[src/rtl/nyq_frame_assembler.sv]
// NYQ frame assembler: writes serial samples into down-counting frame slots and hands each
// completed frame downstream as one parallel word over valid/ready, double-buffered.
module nyq_frame_assembler #(
  parameter int SAMPLE_W  = 8,
  parameter int FRAME_LEN = 8,
  parameter int CNT_W     = 3
) (
  input  logic                          Clk_CI,
  input  logic                          Rst_RBI,
  input  logic [SAMPLE_W-1:0]           Samp_DI,
  input  logic                          Samp_Valid_SI,
  input  logic                          Frame_Start_SI,
  output logic [SAMPLE_W*FRAME_LEN-1:0] Frame_DO,
  output logic                          Frame_Valid_SO,
  input  logic                          Frame_Ready_SI,
  output logic [CNT_W-1:0]              Slot_DO,
  output logic [7:0]                    Frame_Cnt_DO,
  output logic                          Overflow_SO,
  input  logic                          Clr_Overflow_SI,
  output logic                          Sync_Err_SO
);

  localparam int                FRAME_W   = SAMPLE_W * FRAME_LEN;
  localparam logic [CNT_W-1:0]  LAST_SLOT = CNT_W'(FRAME_LEN - 1);
  localparam logic [CNT_W-1:0]  PRE_SLOT  = CNT_W'(FRAME_LEN - 2);
  localparam int                TOP_LSB   = (FRAME_LEN - 1) * SAMPLE_W;

  typedef enum logic {
    UNSYNC,
    ASSEMBLE
  } state_e;

  state_e               state_q, state_d;
  logic [CNT_W-1:0]     slot_q, slot_d;
  logic [FRAME_W-1:0]   asm_q, asm_d;
  logic [FRAME_W-1:0]   frame_q, frame_d;
  logic                 frame_valid_q, frame_valid_d;
  logic [7:0]           frame_cnt_q, frame_cnt_d;
  logic                 overflow_q, overflow_d;
  logic                 sync_err_q, sync_err_d;

  logic [FRAME_W-1:0]   done_word;
  logic                 complete;
  logic                 transfer;
  logic                 can_load;

  always_comb begin
    state_d       = state_q;
    slot_d        = slot_q;
    asm_d         = asm_q;
    frame_d       = frame_q;
    frame_valid_d = frame_valid_q;
    frame_cnt_d   = frame_cnt_q;
    overflow_d    = overflow_q;
    sync_err_d    = 1'b0;
    done_word     = asm_q;
    complete      = 1'b0;
    transfer      = frame_valid_q & Frame_Ready_SI;
    can_load      = ~frame_valid_q | transfer;

    if (Samp_Valid_SI) begin
      if (Frame_Start_SI) begin
        // A start always realigns to the top slot and throws away any partial frame.
        asm_d                         = '0;
        asm_d[TOP_LSB +: SAMPLE_W]    = Samp_DI;
        slot_d                        = PRE_SLOT;
        state_d                       = ASSEMBLE;
        sync_err_d                    = (state_q == ASSEMBLE) && (slot_q != LAST_SLOT);
      end else if (state_q == ASSEMBLE) begin
        // done_word carries the current sample so the slot-0 write reaches Frame_DO directly.
        done_word[int'(slot_q) * SAMPLE_W +: SAMPLE_W] = Samp_DI;
        asm_d = done_word;
        if (slot_q == '0) begin
          complete = 1'b1;
          slot_d   = LAST_SLOT;
        end else begin
          slot_d = slot_q - 1'b1;
        end
      end
    end

    if (transfer) begin
      frame_valid_d = 1'b0;
      frame_cnt_d   = frame_cnt_q + 8'd1;
    end

    if (complete && can_load) begin
      frame_d       = done_word;
      frame_valid_d = 1'b1;
    end

    if (complete && !can_load) begin
      overflow_d = 1'b1;
    end else if (Clr_Overflow_SI) begin
      overflow_d = 1'b0;
    end
  end

  always_ff @(posedge Clk_CI or negedge Rst_RBI) begin
    if (!Rst_RBI) begin
      state_q       <= UNSYNC;
      slot_q        <= LAST_SLOT;
      asm_q         <= '0;
      frame_q       <= '0;
      frame_valid_q <= 1'b0;
      frame_cnt_q   <= 8'd0;
      overflow_q    <= 1'b0;
      sync_err_q    <= 1'b0;
    end else begin
      state_q       <= state_d;
      slot_q        <= slot_d;
      asm_q         <= asm_d;
      frame_q       <= frame_d;
      frame_valid_q <= frame_valid_d;
      frame_cnt_q   <= frame_cnt_d;
      overflow_q    <= overflow_d;
      sync_err_q    <= sync_err_d;
    end
  end

  assign Frame_DO       = frame_q;
  assign Frame_Valid_SO = frame_valid_q;
  assign Slot_DO        = slot_q;
  assign Frame_Cnt_DO   = frame_cnt_q;
  assign Overflow_SO    = overflow_q;
  assign Sync_Err_SO    = sync_err_q;

endmodule

[config.mk]
export PLATFORM = sky130hd
export DESIGN_NAME = nyq_frame_assembler
export DESIGN_NICKNAME = d
export VERILOG_FILES = /design/src/rtl/nyq_frame_assembler.sv
export SDC_FILE = /design/constraint.sdc
export NUM_CORES = 1
export LEC_CHECK = 0
export CAP_MARGIN = 20
export CORE_MARGIN = 1
export CORE_UTILIZATION = 55
export DETAILED_ROUTE_END_ITERATION = 16
export PLACE_DENSITY = 0.8
export SYNTH_ARGS = -nofsm -noshare
export SYNTH_HDL_FRONTEND = slang
export SYNTH_SLANG_ARGS = --single-unit
[constraint.sdc]
create_clock -name Clk_CI -period 3.4 [get_ports Clk_CI]
set_clock_uncertainty 0.05 [all_clocks]
set_input_delay 0.85 -clock Clk_CI [delete_from_list [all_inputs] [get_ports Clk_CI]]
set_output_delay 0.85 -clock Clk_CI [all_outputs]
set_load 0.005 [all_outputs]
=== Yosys cells after proc, flatten, opt, wreduce, memory -nomap -nowiden ===
Index checks and enable logic that the tools add are counted.

* Reduce and logical (&&, ||, !) cells: 10
* Equal/unequal tests: 1
* Magnitude comparators: 0
* Div/mod/pow operators: 0
* Multiply operators: 0
* Shifts and indexed selects: 2
* $add $sub $neg: 3
* Muxes and demuxes: 18
* Bitwise operators: 3

{| class="wikitable"
|+ Operator list
! kind !! number
|-
| 64-bit 2-to-1 mux || 4
|-
| 64-bit bitwise mux || 1
|-
| 8-bit by 33-bit variable shift with 64-bit output, first input constant || 1
|-
| 8-bit by 33-bit indexed part select with 64-bit output || 1
|-
| 6-bit negation with 33-bit output || 1
|-
| 1-bit 2-to-1 mux || 10
|-
| 3-bit 2-to-1 mux || 3
|-
| 8-bit by 1-bit adder with 8-bit output, second input constant || 1
|-
| 2-bit nonzero test || 3
|-
| 2-bit AND reduction || 2
|-
| 1-bit logical AND || 3
|-
| 3-bit zero test || 1
|-
| 3-bit != test, second input constant || 1
|-
| 3-bit by 1-bit subtractor with 3-bit output, second input constant || 1
|-
| 1-bit bitwise AND || 1
|-
| 1-bit zero test || 1
|-
| 1-bit NOT || 1
|-
| 1-bit OR || 1
|}

* Memory bits (writable): 0
* ROM bits: 0
* Logic and storage cells: 45
* Input port bits: 14
* Flip-flop bits (word level): 143
* Memories kept: 0
* Latch bits: 0
* Output and inout port bits: 78

=== Logic depth before layout (Yosys ltp) ===
* Depth in word-level cells: 7
* Gate-level depth with buffers: 10
* Gate-level depth less buffers: 7

=== Least setup slack after synthesis ===
No wires, ideal clock.

* Path kind: register to register
* Start: reg slot_q[0], in the netlist Slot_DO[0]
* End: reg asm_q[32]
* Data arrival time: 2400 ps
* Cell stages (with the launch flop): 11
* Path slack: 808 ps
* Library setup time: 142 ps
* Path buffers: 3
* Clock period less this slack: 2592 ps
* Data required time: 3208 ps
* Cell sequence: dfstp_2 buf_6 inv_1 ha_1 ha_1 buf_6 or3b_4 or3_1 buf_2 nand2_1 o221ai_1

* Word-level cells in the longest chain between the ends: 5
* Elaborated cells on any way between the ends: 6
* Those cells by class: 1 x add/sub; 2 x shift; 3 x mux

{| class="wikitable"
|+ RTL lines
! item !! line !! source
|-
| start, declared || 34 || <nowiki>logic [CNT_W-1:0] slot_q, slot_d;</nowiki>
|-
| start signal, assigned || 111 || <nowiki>slot_q <= slot_d;</nowiki>
|-
| 6-bit negation with 33-bit output (*) || 71 || <nowiki>done_word[int'(slot_q) * SAMPLE_W +: SAMPLE_W] = Samp_DI;</nowiki>
|-
| 8-bit by 33-bit indexed part select with 64-bit output / 8-bit by 33-bit variable shift with 64-bit output (equally long branches) || 71 ||
|-
| 64-bit bitwise mux (*) || 71 ||
|-
| 64-bit 2-to-1 mux (*) || n/a ||
|-
| 64-bit 2-to-1 mux (*) || 62 || <nowiki>if (Frame_Start_SI) begin</nowiki>
|-
| end signal, assigned || 112 || <nowiki>asm_q <= asm_d;</nowiki>
|-
| end, declared || 35 || <nowiki>logic [FRAME_W-1:0] asm_q, asm_d;</nowiki>
|}

Every way passes the cells marked *; elsewhere a longest branch is shown, timed or not.
A chain may end at the register's enable or synchronous reset.

=== Final worst setup path ===
* Start: reg slot_q[0], in the netlist Slot_DO[0]
* End: reg asm_q[27]

The elaborated chain is that of the path after synthesis.

==> reports/qor.yml <==
synthesis:
  synth_cell_types: 44
  mappedNetlistArea_mm2: 0.00646
  synth_warnings: 0
  synth_edf_count: 0
  synthAdderAreaFrac_pct: 1.16
  syn_inst: 638
  ys.flop_type: "dfrtp_1"
  synthArstFlopShare_pct: 100
  ys_ff_latch: 143
  synth_xor_area_share_pct: 0.949
  synth-compound-area-share_pct: 13.4
  synth_fp_nets: 658
  synth_top_family_by_area: "simple AND/OR/NAND/NOR gates"
  syn_avg_cell_area_um2: 10.1
  synth_mux_area_share_pct: 3.43
  ys_seq_area_share_pct: 55.5
  synth-simple-area-share_pct: 22.0
global_route:
  grt_overflow: 0
  grt_antenna_before_repair: 0
  grt_use_total_pct: 30.9
  grt_pass1_vias: 5190
  grt_pass1_wl_um: 27500
  grt_start_max_net_pins: 69
floorplanning:
  rows: 39
  fp.dieW_um: 110
  start_util_pct: 56.6
  dieArea_mm2: 0.0122
  die_h_um: 110
  pin_count: 92
  core_mm2: 0.0114
sta:
  finalHoldViolCount: 0
  rsz0062_at_grt: "no"
  worst_slack_ns: 0.505
  slew_headroom_pct: 54.6
  drv_slew: 0
  setup_viol: 0
  tightest_slew_ns: 0.676
  finalCriticalPeriod_ns: 2.90
  clock.fmax_ghz: 0.345
  setup-tns-final_ns: 0
  period_share_pct: 85.2
clock_tree:
  cts_hold_buf: 0
  root_buffer: "clkbuf_16"
  cts_tree: "done"
  clkSinkCount: 143
  post_cts.repair.setup_buffers: 0
  cts_buffer_depth: 2
  h-tree-depth: 4
  cts_made_buffers: 17
  clk_latency_ns: 0.42
  path_clk_slew_ns: 0.06
  cts_resized: 0
final_layout:
  finalNetCount: 738
  final_cells: 873
  layout-drive-gt1-share_pct: 11.1
  synthToLayoutAreaGrowth_pct: 25.0
  diodes: 0
power_and_ir_drop:
  p_sw_uw: 1950
  p_seq_share_pct: 41.3
  pwr-share-clk_pct: 28.1
  intPower_uw: 4440
  switching_share_pct: 30.5
  power_density_mw_per_mm2: 792
  power_leakage_uw: 0.00348
  peakVddDrop_mv: 0.485
  combPwrFrac_pct: 30.6
placed_design:
  place_inst: 842
  dp_hpwl_um: 11200
  post-place-ws_ns: 0.594
  port_buffers: 91
  gp_congestion: 0.825
setup_path:
  cp-start-kind: "flip-flop"
  path_max_fanout: 9
  cp.required_ns: 3.66
  end_kind: "flip-flop"
  critPathArrivalTime_ns: 3.16
  worstSetupPathType: "reg -> reg"
hold_path:
  hold_class: "in -> async"
route:
  wl_um: 17400
  route.vias.total: 5391
  post_drt_wl_per_cell_um: 19.9
  vias_per_cell: 6.18
  drc: 0
  drt_iter0_markers: 434
  antenna_left: 0
  drt-pass1-iter-count: 5
flow_run:
  drv_cap: 0
status:
  status: "finished clean"
## synthesized netlist by cell type (3+ instances only)
master      n  area (um^2)
buf_2      16         80.1
or2_2       3         18.8
clkbuf_1   31          116
a21oi_1    14         70.1
inv_1       4         15.0
o221ai_1   48          420
dfrtp_1   140         3500
a31oi_1    52          325
nand3b_1    5         37.5
nor2_1     72          270
xnor2_1     7         61.3
nand3_1    14         70.1
mux2_2      9          101
nor2_2      3         18.8
and3_1      4         25.0
dfstp_2     3         78.8
ha_1        6         75.1
or3_1       3         18.8
nand2_1    98          368
nand2_2     3         18.8
nand2b_1   64          400
mux2i_1    12          120
## final cells by class
cell class,instances,area [um^2]
clock inverters,6,55.1
inverters,4,15.0
repair buffers,110,1070
clock buffers,25,515
multi-input cells,442,2650
fillers,848,3350
flip-flops and latches,143,3580
well taps,143,179
## flip-flops by register name, summed over array words and instances, names as in the netlist
name            cells
Frame_Cnt_DO        8
asm_q              64
Sync_Err_SO         1
Frame_DO           64
state_q             1
Slot_DO             3
Overflow_SO         1
Frame_Valid_SO      1
## routing by layer
metal | GRT usage, % | vias up | wire length, um
met5 | 0 | - | 0
li1 | - | 2413 | -
met2 | 48.1 | 243 | 8310
met4 | 13.5 | 0 | 531
met1 | 41.7 | 2693 | 7270
met3 | 6.82 | 42 | 1300
## cells in the final DEF, fill, tap and decap left out, types with 7 or more instances in the layout
cell type	n
nand2b_1	64
dfrtp_1	140
o221ai_1	48
nand3_1	14
nand2_1	98
clkbuf_16	17
xnor2_1	7
mux2i_1	12
nor2_1	72
a31oi_1	52
mux2_2	9
buf_4	17
a21oi_1	14
clkdlybuf4s50_1	89
## worst paths after layout
| check | start | endpoint | slack [ns] | cells after the start |
|---|---|---|---|---|
| min in group Clk_CI | Frame_Cnt_DO[7] | Frame_Cnt_DO[7] | 0.43 | 1 |
| worst min-delay path | Rst_RBI | Frame_DO[29] | 0.32 | 1 |
| max in group asynchronous | Rst_RBI | Slot_DO[2] | 2.13 | 2 |
| worst max-delay path | Slot_DO[0] | asm_q[27] | 0.50 | 7 |
| worst min register to register | Frame_Cnt_DO[7] | Frame_Cnt_DO[7] | 0.43 | 1 |
| worst max register to register | Slot_DO[0] | asm_q[27] | 0.50 | 7 |
## through the flow
stage | cell area [um^2] | util, % | hold slack [ns] | total power, uW
after floorplan | 6460 | - | 0.413 | 3570
final | 8070 | 70.7 | 0.322 | 6390
after global routing | 8070 | 70.7 | 0.362 | 6750
after CTS | 8070 | 70.7 | 0.342 | 6400
after global placement | 7500 | 65.7 | 0.414 | 4490
after detailed placement | 7500 | 65.7 | 0.420 | 4590
## power by group through the flow
| stage | clock, uW | combinational, uW | sequential (uW) |
|---|---|---|---|
| 2_1_floorplan | 0 | 967 | 2600 |
| 3_3_place_gp | 0 | 1870 | 2620 |
| 3_5_place_dp | 0 | 1940 | 2660 |
| 4_1_cts | 1800 | 1960 | 2640 |
| 5_1_grt | 1880 | 2160 | 2700 |
| 6_report | 1800 | 1960 | 2640 |
## critical path, cell delays in order, from the launching register on
cell	delay, ns
dfstp_2	0.53
inv_1	0.10
ha_1	0.26
ha_1	0.50
or3b_4	0.46
nor2_2	0.33
nand2_1	0.27
o221ai_1	0.28
## cells by family (layout without fill, tap and decap cells)
group                    Yosys count  after routing
adder cells (fa/ha/maj)            6              6
XOR/XNOR                           7              7
AO/OA/AOI/OAI                    121            121
AND/OR/NAND/NOR                  287            287
buffers and inverters             53            145
flip-flops                       143            143
multiplexers                      21             21
Note: power is estimated with default switching activity, not from simulation.
